--- config.mk ---
export PLATFORM = sky130hd
export DESIGN_NAME = debounce_multi
export DESIGN_NICKNAME = d
export VERILOG_FILES = /design/src/rtl/ui_pkg.sv /design/src/rtl/debounce_ch.sv /design/src/rtl/debounce_multi.sv
export SDC_FILE = /design/constraint.sdc
export NUM_CORES = 1
export LEC_CHECK = 0
export BUFFER_PORTS_ARGS = -buffer_cell sky130_fd_sc_hd__buf_2
export CAP_MARGIN = 20
export CORE_AREA = 4 4 143 145
export DETAILED_ROUTE_END_ITERATION = 10
export DIE_AREA = 0 0 147 149
export GPL_ROUTABILITY_DRIVEN = 1
export PLACE_DENSITY = 0.74
export SLEW_MARGIN = 0
export SYNTH_ARGS = -nofsm -noshare
export SYNTH_HDL_FRONTEND = slang
export SYNTH_SLANG_ARGS = --single-unit
export TNS_END_PERCENT = 5
--- constraint.sdc ---
create_clock -name clk -period 4.35 [get_ports clk]
set_clock_uncertainty 0.2 [all_clocks]
set_input_delay 1.0875 -clock clk [delete_from_list [all_inputs] [get_ports clk]]
set_output_delay 1.0875 -clock clk [all_outputs]
set_load 0.03 [all_outputs]
--- src/rtl/ui_pkg.sv ---
// -----------------------------------------------------------------------------
// ui_pkg
// Shared definitions for the board UI input path (switch/key debouncing).
//   - db_state_t and the four debounce FSM state codes
//   - clog2_min1(): counter width helper that never returns zero
// -----------------------------------------------------------------------------
package ui_pkg;

    typedef logic [1:0] db_state_t;

    localparam db_state_t IDLE   = 2'b00;  // settled low
    localparam db_state_t DELAY0 = 2'b01;  // low, input high, timing the press
    localparam db_state_t ONE    = 2'b10;  // settled high
    localparam db_state_t DELAY1 = 2'b11;  // high, input low, timing the release

    // Number of bits needed to hold 0..value-1, and at least 1, so that a
    // count range of 1 or 2 still gives a legal vector width.
    function automatic int clog2_min1(input int value);
        return (value <= 2) ? 1 : $clog2(value);
    endfunction

endpackage : ui_pkg

--- src/rtl/debounce_ch.sv ---
// -----------------------------------------------------------------------------
// debounce_ch
// One debounce channel: 2-flop synchroniser, four-state debounce FSM with an
// exact DB_CYCLES stability time, and an optional hold/auto-repeat counter.
//
// Ports
//   clk        in   system clock
//   rst_n      in   asynchronous active-low reset
//   sw         in   raw asynchronous switch input, active high
//   db_level   out  debounced level (registered)
//   rise_tick  out  1-cycle pulse on an accepted press (registered)
//   fall_tick  out  1-cycle pulse on an accepted release (registered)
//   rep_tick   out  1-cycle auto-repeat pulse while held (registered, or 0)
// -----------------------------------------------------------------------------
module debounce_ch
    import ui_pkg::*;
#(
    parameter int DB_CYCLES     = 500000,
    parameter int HOLD_CYCLES   = 25000000,
    parameter int REPEAT_CYCLES = 5000000,
    parameter bit REPEAT_EN     = 1'b1
) (
    input  logic clk,
    input  logic rst_n,
    input  logic sw,
    output logic db_level,
    output logic rise_tick,
    output logic fall_tick,
    output logic rep_tick
);

    localparam int TW = clog2_min1(DB_CYCLES);
    localparam logic [TW-1:0] DB_LAST = TW'(DB_CYCLES - 1);

    // -------------------------------------------------------------------------
    // Input synchroniser: sync_q[0] may go metastable, sync_q[1] is clean.
    // -------------------------------------------------------------------------
    logic [1:0] sync_q;
    logic       sw_s;

    // NOTE: sequential state is always written with non-blocking assignments
    // so every flop samples pre-edge values regardless of block ordering.
    always_ff @(posedge clk or negedge rst_n) begin
        if (!rst_n) begin
            sync_q <= 2'b00;
        end else begin
            sync_q <= {sync_q[0], sw};
        end
    end

    assign sw_s = sync_q[1];

    // -------------------------------------------------------------------------
    // Debounce FSM: state register
    // -------------------------------------------------------------------------
    db_state_t      state_q, state_d;
    logic [TW-1:0]  timer_q, timer_d;

    always_ff @(posedge clk or negedge rst_n) begin
        if (!rst_n) begin
            state_q <= IDLE;
            timer_q <= '0;
        end else begin
            state_q <= state_d;
            timer_q <= timer_d;
        end
    end

    // -------------------------------------------------------------------------
    // Debounce FSM: next-state logic
    // -------------------------------------------------------------------------
    // NOTE: every combinational output gets a default at the top of the block,
    // so no path leaves it unassigned and no latch is inferred.
    always_comb begin
        state_d = state_q;
        timer_d = timer_q;
        case (state_q)
            IDLE: begin
                if (sw_s) begin
                    timer_d = '0;
                    state_d = DELAY0;
                end
            end
            DELAY0: begin
                if (!sw_s) begin
                    state_d = IDLE;
                end else if (timer_q == DB_LAST) begin
                    state_d = ONE;
                end else begin
                    timer_d = timer_q + 1'b1;
                end
            end
            ONE: begin
                if (!sw_s) begin
                    timer_d = '0;
                    state_d = DELAY1;
                end
            end
            DELAY1: begin
                if (sw_s) begin
                    state_d = ONE;
                end else if (timer_q == DB_LAST) begin
                    state_d = IDLE;
                end else begin
                    timer_d = timer_q + 1'b1;
                end
            end
            default: state_d = IDLE;
        endcase
    end

    // -------------------------------------------------------------------------
    // Debounce FSM: output logic
    // Outputs are decoded from the transition being taken and registered, so
    // db_level and the ticks change on the same edge as the state itself.
    // -------------------------------------------------------------------------
    logic level_d, rise_d, fall_d;

    always_comb begin
        level_d = (state_d == ONE) || (state_d == DELAY1);
        rise_d  = (state_q == DELAY0) && (state_d == ONE);
        fall_d  = (state_q == DELAY1) && (state_d == IDLE);
    end

    always_ff @(posedge clk or negedge rst_n) begin
        if (!rst_n) begin
            db_level  <= 1'b0;
            rise_tick <= 1'b0;
            fall_tick <= 1'b0;
        end else begin
            db_level  <= level_d;
            rise_tick <= rise_d;
            fall_tick <= fall_d;
        end
    end

    // -------------------------------------------------------------------------
    // Hold / auto-repeat
    // The counter only advances on edges where the FSM is in ONE and stays
    // there; it freezes across a DELAY1 excursion that bounces back to ONE.
    // phase_q = 0 : waiting HOLD_CYCLES for the first repeat
    // phase_q = 1 : waiting REPEAT_CYCLES between subsequent repeats
    // -------------------------------------------------------------------------
    if (REPEAT_EN) begin : g_hold
        localparam int HW = clog2_min1((HOLD_CYCLES > REPEAT_CYCLES) ? HOLD_CYCLES
                                                                     : REPEAT_CYCLES);
        localparam logic [HW-1:0] HOLD_LAST = HW'(HOLD_CYCLES - 1);
        localparam logic [HW-1:0] REP_LAST  = HW'(REPEAT_CYCLES - 1);

        logic [HW-1:0] hold_q;
        logic          phase_q;
        logic          rep_q;
        logic          staying_one;
        logic          hold_hit;

        always_comb begin
            staying_one = (state_q == ONE) && sw_s;
            hold_hit    = staying_one && (hold_q == (phase_q ? REP_LAST : HOLD_LAST));
        end

        always_ff @(posedge clk or negedge rst_n) begin
            if (!rst_n) begin
                hold_q  <= '0;
                phase_q <= 1'b0;
                rep_q   <= 1'b0;
            end else begin
                rep_q <= hold_hit;
                if (rise_d || (state_d == IDLE)) begin
                    hold_q  <= '0;
                    phase_q <= 1'b0;
                end else if (staying_one) begin
                    if (hold_hit) begin
                        hold_q  <= '0;
                        phase_q <= 1'b1;
                    end else begin
                        hold_q <= hold_q + 1'b1;
                    end
                end
            end
        end

        assign rep_tick = rep_q;
    end else begin : g_no_hold
        assign rep_tick = 1'b0;
    end

endmodule : debounce_ch

--- src/rtl/debounce_multi.sv ---
// -----------------------------------------------------------------------------
// debounce_multi
// N_CH independent switch/key debouncers for the board UI path.
//
// Ports
//   clk        in   system clock
//   rst_n      in   asynchronous active-low reset
//   sw         in   [N_CH] raw asynchronous switch inputs, active high
//   db_level   out  [N_CH] debounced level per channel
//   rise_tick  out  [N_CH] 1-cycle pulse on accepted press
//   fall_tick  out  [N_CH] 1-cycle pulse on accepted release
//   rep_tick   out  [N_CH] 1-cycle auto-repeat pulse while held
// -----------------------------------------------------------------------------
module debounce_multi #(
    parameter int N_CH          = 4,
    parameter int DB_CYCLES     = 500000,
    parameter int HOLD_CYCLES   = 25000000,
    parameter int REPEAT_CYCLES = 5000000,
    parameter bit REPEAT_EN     = 1'b1
) (
    input  logic            clk,
    input  logic            rst_n,
    input  logic [N_CH-1:0] sw,
    output logic [N_CH-1:0] db_level,
    output logic [N_CH-1:0] rise_tick,
    output logic [N_CH-1:0] fall_tick,
    output logic [N_CH-1:0] rep_tick
);

    // Parameter legality: stop elaboration on values the channel logic
    // cannot represent.
    if (N_CH < 1 || N_CH > 16) begin : g_bad_n_ch
        $error("debounce_multi: N_CH must be in 1..16");
    end
    if (DB_CYCLES < 2) begin : g_bad_db
        $error("debounce_multi: DB_CYCLES must be >= 2");
    end
    if (HOLD_CYCLES < 1) begin : g_bad_hold
        $error("debounce_multi: HOLD_CYCLES must be >= 1");
    end
    if (REPEAT_CYCLES < 1) begin : g_bad_repeat
        $error("debounce_multi: REPEAT_CYCLES must be >= 1");
    end

    for (genvar i = 0; i < N_CH; i++) begin : g_ch
        debounce_ch #(
            .DB_CYCLES     (DB_CYCLES),
            .HOLD_CYCLES   (HOLD_CYCLES),
            .REPEAT_CYCLES (REPEAT_CYCLES),
            .REPEAT_EN     (REPEAT_EN)
        ) u_ch (
            .clk       (clk),
            .rst_n     (rst_n),
            .sw        (sw[i]),
            .db_level  (db_level[i]),
            .rise_tick (rise_tick[i]),
            .fall_tick (fall_tick[i]),
            .rep_tick  (rep_tick[i])
        );
    end

endmodule : debounce_multi

# ---- After elaboration in Yosys (flattened, before gate mapping)
# Cells that the tools add are included.
dict set report word_totals {
  output_inout_bits 16
  word_cells 216
  regBits 212
}
dict set report classes {
  muxes 80
  n_eq_ne 44
  reduce_logical 48
  add_sub_neg 8
}
# op count
set op_table {}
lappend op_table {{25-bit 2-to-1 mux} 16}
lappend op_table {{19-bit 2-to-1 mux} 20}
lappend op_table {{19-bit one-hot mux with 4 select lines} 4}
lappend op_table {{25-bit by 1-bit adder with 25-bit output, second input constant} 4}
lappend op_table {{25-bit equality test} 4}
lappend op_table {{19-bit by 1-bit adder with 19-bit output, second input constant} 4}
lappend op_table {{19-bit equality test, second input constant} 4}
lappend op_table {{2-bit 2-to-1 mux} 24}
lappend op_table {{2-bit equality test, second input constant} 16}
lappend op_table {{2-bit one-hot mux with 4 select lines} 4}
lappend op_table {{1-bit logical AND} 16}
lappend op_table {{2-bit zero test} 8}
lappend op_table {{2-bit by 1-bit != test with 1-bit output, second input constant} 8}
lappend op_table {{2-bit != test, second input constant} 8}
lappend op_table {{4-bit AND reduction} 4}
lappend op_table {{2-bit nonzero test} 8}
lappend op_table {{1-bit 2-to-1 mux} 12}
lappend op_table {{2-bit by 1-bit equality test with 1-bit output, second input constant} 4}
lappend op_table {{1-bit logical OR} 8}
lappend op_table {{2-bit AND reduction} 4}

# ---- Longest topological paths before layout
dict set report logic_depth {
  ltp_word 9
  depth_mapped 9
}

# ---- By module
# Synthesis repeated with hierarchy kept, for this count alone.
dict set report unflattened {
  cells_unflattened 1301
  hier_area_um2 12146.6
}
# mod cells_each area_per_inst_um2 seq_area_each_um2 instances
set by_module_without_submodules {}
lappend by_module_without_submodules {{debounce_ch (g_ch[1].u_ch ...)} 348 3163.0 1326.3 2}
lappend by_module_without_submodules {{debounce_ch (g_ch[0].u_ch)} 313 3030.4 1326.3 1}
lappend by_module_without_submodules {{debounce_ch (g_ch[3].u_ch)} 292 2790.2 1326.3 1}

# ---- Least setup slack after synthesis
# Ideal clock, no wire load.
dict set report synth_path {
  path_type {reg2reg}
  from {register g_ch[3].u_ch.timer_q[7]}
  to {register g_ch[3].u_ch.g_hold.hold_q[19]}
  arrival_ns 3.034
  setup_slack_ns 1.038
  n_path_buf 2
  path_stages_with_launch 9
  setup_ns 0.078
  required_time_ns 4.072
  synth_period_minus_slack_ns 3.312
  path_cell_list {dfrtp_1 or4b_1 or4b_1 buf_2 o311a_1 or4_1 clkbuf_2 or3_1 a21oi_1}
}
dict set report synth_via {
  elab_chain_cells 8
  elab_cells_between_ends 12
  classes_between {eq/ne (2); mux (6); reduce/logical (4)}
}
# element line_no
set synth_lines {}
lappend synth_lines {{start: declaration} debounce_ch.sv:57} ;# logic [TW-1:0] timer_q, timer_d;
lappend synth_lines {{start signal: assignment} debounce_ch.sv:65} ;# timer_q <= timer_d;
lappend synth_lines {{19-bit equality test *} {debounce_ch.sv:87, debounce_ch.sv:102}}
lappend synth_lines {{2-bit 2-to-1 mux, on equally long branches} {debounce_ch.sv:102, debounce_ch.sv:87}}
lappend synth_lines {{2-bit 2-to-1 mux, on equally long branches} {debounce_ch.sv:100, debounce_ch.sv:85}}
lappend synth_lines {{2-bit one-hot mux with 4 select lines *} debounce_ch.sv:77} ;# case (state_q)
lappend synth_lines {{2-bit equality test} debounce_ch.sv:121} ;# rise_d = (state_q == DELAY0) && (state_d == ONE);
lappend synth_lines {{1-bit logical AND} debounce_ch.sv:121}
lappend synth_lines {{1-bit logical OR *} debounce_ch.sv:168} ;# if (rise_d || (state_d == IDLE)) begin
lappend synth_lines {{25-bit 2-to-1 mux / 2-bit nonzero test (equally long branches)} -}
lappend synth_lines {{end signal: assignment} debounce_ch.sv:176} ;# hold_q <= hold_q + 1'b1;
lappend synth_lines {{end: declaration} debounce_ch.sv:150} ;# logic [HW-1:0] hold_q;
# Every way passes the cells marked *; elsewhere a longest branch is shown, timed or not.
# A chain may end at the register's enable or synchronous reset.

# ---- Worst setup path after layout
dict set report layout_path {
  from {register g_ch[3].u_ch.timer_q[7]}
  to {register g_ch[3].u_ch.g_hold.hold_q[21]}
}
# Same word-level chain as after synthesis.

==> run_results.csv <==
group,metric,value,unit
outcome,status,"completed",
worst_setup_path,r2r_end,"g_ch[3].u_ch.g_hold.hold_q[21]",
worst_setup_path,criticalPathCategory,"reg2reg",
placed_design,hpwl,15100,µm
synth,synth_fa_ha_area_frac,0.00975,
synth,synth_top_area_frac,0.470,
worst_setup_path,crit_slowest_cell,"or4_1",
global_routing,grt_pass1_wl,39700,µm
timing,fin_crit_sh,0.848,
synth,yosys.area_share.xor_xnor,0.0853,
worst_setup_path,timing.critical_path.from,"g_ch[3].u_ch.timer_q[7]",
cts,cts_buffers,24,
global_routing,grtUsageTotal,0.211,
synth,yosys.area_share.simple,0.285,
worst_setup_path,cp-start-kind,"register",
timing,drv_slew,0,
timing,tightestPinTransition,1000,ps
cts,htreeDepth,1,
worst_setup_path,timing.rr.start,"g_ch[3].u_ch.timer_q[7]",
worst_setup_path,cp.arrival,3920,ps
finish,final_util,0.643,
worst_setup_path,cp_max_fo,12,
placed_design,numPortBuffers,21,
synth,synthMostInstantiatedCell,"dfrtp_1",
synth,yosys_warnings,0,
global_routing,grt_pass1_vias,8328,
worst_setup_path,cp.required,4580,ps
floorplanning,dieArea,21900,µm²
route,vias,8862,
synth,yosys-mux-area-fraction,0.00853,
timing,finalCriticalPeriod,3690,ps
cts,cts_buffer_depth,3,
route,route.antenna.remaining_nets,0,
floorplanning,start_util,0.588,
global_routing,grt_max_degree,92,
worst_setup_path,path_delay_family,"simple AND/OR/NAND/NOR gates",
synth,synth-compound-area-share,0.103,
worst_setup_path,crit_top_cell,"or4b_1",
route,via_per_inst,5.90,
route,wire_per_inst,15.1,µm
placed_design,dp_slack,665,ps
synth,synth_top_cell_by_area,"dfrtp_1",
timing,whs,147,ps
floorplanning,die_x,147,µm
synth,synthArstFlopShare,1.00,
cts,tritoncts,"yes",
cts,hold_buffers,0,
synth,syn_nets,1240,
synth,avgSynthCellArea,9.21,µm²
route,drtPass1Iterations,4,
timing,max_freq,271,MHz
timing,setup_viol,0,
timing,relSlewSlack,0.332,
timing,setup_slack,661,ps
route,initialDrtViolationCount,595,
placed_design,place_congestion,0.875,
pwr,ir_worst_vdd,0.289,mV
finish,synthToLayoutAreaGrowth,9.39,%
synth,ys_seq_elements,212,
finish,layoutNonFillerInstCount,1501,
pwr,p_leak,5.05,nW
floorplanning,die_h,149,µm
finish,nets,1232,
synth,synth_top_family_by_area,"simple AND/OR/NAND/NOR gates",
synth,syn_area,11300,µm²
finish,drive_gt1_frac,0.0817,
placed_design,dp.cells,1457,
floorplanning,core_area,19200,µm²
cts,clkLatencyLatePin,510,ps
timing,hold_violations,0,
synth,synth-seq-area-share,0.470,
cts,clkTransAtPathRegs,60,ps
placed_design,dpl_cell_area,11500,µm²
flow_run,maxCapViolCount,0,
worst_setup_path,path_cells,"or4b_1 -> or4b_1 -> o311a_1 -> or4_1 -> or3_1 -> a21oi_1",
cts,cts_resized,0,
route,drc,0,
cts,clockRootBuffer,"clkbuf_16",
cts,cts_setup_buffers,0,
worst_setup_path,cp-endpoint,"g_ch[3].u_ch.g_hold.hold_q[21]",
floorplanning,num_rows,51,
worst_setup_path,path_depth,6,
synth,synth.distinct_cells,63,
worst_setup_path,r2r_cells,6,
timing,setup_tns,0,ps
floorplanning,ios,22,
worst_setup_path,critPathBufInv,0,
worst_setup_path,crit_path_max_incr_delay,700,ps
synth,syn_inst,1226,
worst_setup_path,r2r_slack,660,ps
timing,rsz0062_at_grt,"no",
global_routing,antenna_found_initial,0,
synth,synth_common_cells,"dfrtp_1, nor2_1, nand2_1",
worst_setup_path,endpoint_kind,"register",
synth,ys.flop_type,"dfrtp_1",
pwr,power,4.27,mW
min_path,min_path_type,"reg2reg",
finish,stdcell_area,12400,µm²
pwr,p_per_area,345,nW/µm²
route,wl,22700,µm
finish,antennaDiodeCount,0,
synth,synth_edf_count,0,
synth,synth.area.top_cells,"dfrtp_1, xnor2_1, nor2_1",
global_routing,overflow,0,
cts,cts.sinks,212,
## cell families after synthesis
family                     Yosys count
and+or+nand+nor                    602
buffers and inverters               98
adders and majority gates            9
muxes                                9
DFF                                212
AOI/OAI and AO/OA                  186
xor gates and xnor gates           110
## worst reg2reg max path, delay by kind of cell, from the launching register on
kind             cells  cell delay [ps]
AND/OR/NAND/NOR      4             2280
AO/OA/AOI/OAI        2              680
flip-flops           1              450
## final cells by class
cell class | count | area, µm²
clock buffer | 39 | 778
clock inverter | 5 | 50.0
fill | 1548 | 6850
inverter | 31 | 116
multi-input combinational | 916 | 5560
sequential | 212 | 5310
tap | 265 | 332
timing repair buffer | 33 | 218
## flip-flops by register name (all words and copies together) (netlist names)
| register | count |
|---|---|
| g_ch.u_ch.db_level | 4 |
| g_ch.u_ch.fall_tick | 4 |
| g_ch.u_ch.g_hold.hold_q | 100 |
| g_ch.u_ch.g_hold.phase_q | 4 |
| g_ch.u_ch.rep_tick | 4 |
| g_ch.u_ch.rise_tick | 4 |
| g_ch.u_ch.state_q | 8 |
| g_ch.u_ch.sync_q | 8 |
| g_ch.u_ch.timer_q | 76 |
## placed cells by master (no fill, tap or decap), types with 12 or more instances in the layout
cell type / instances
and3_1: 31
o21ai_0: 48
a21oi_1: 60
or4_1: 22
a22o_1: 15
nand4_1: 38
xnor2_1: 73
buf_2: 20
clkbuf_16: 25
inv_1: 30
nor2_1: 148
nand2_1: 96
xor2_1: 37
nor4_1: 25
nand2b_1: 12
dfrtp_1: 212
nand3_1: 69
nand4b_1: 12
nor3_1: 42
or3_1: 33
## routing by layer
metal	vias up	wire (µm)	track usage
li1	4384	-	-
met1	4258	11000	0.309
met2	185	10300	0.336
met3	35	837	0.0280
met4	0	517	0.0541
met5	-	0	0
## report_power, final
| group | internal [mW] | switching, mW |
|---|---|---|
| Combinational | 0.0537 | 0.105 |
| Clock | 1.27 | 0.785 |
| Sequential | 2.00 | 0.0461 |
## how the worst min path moves through the flow
stage,from,endpoint,slack [ps],depth (start not counted)
4_1_cts,g_ch[1].u_ch.sync_q[0],g_ch[1].u_ch.sync_q[1],150,0
3_3_place_gp,g_ch[1].u_ch.sync_q[0],g_ch[1].u_ch.sync_q[1],130,0
3_5_place_dp,g_ch[1].u_ch.sync_q[0],g_ch[1].u_ch.sync_q[1],140,0
2_1_floorplan,g_ch[0].u_ch.sync_q[0],g_ch[0].u_ch.sync_q[1],130,0
6_report,g_ch[1].u_ch.sync_q[0],g_ch[1].u_ch.sync_q[1],150,0
5_1_grt,g_ch[1].u_ch.sync_q[0],g_ch[1].u_ch.sync_q[1],160,0
No activity file was read; power rests on OpenSTA's default activity.
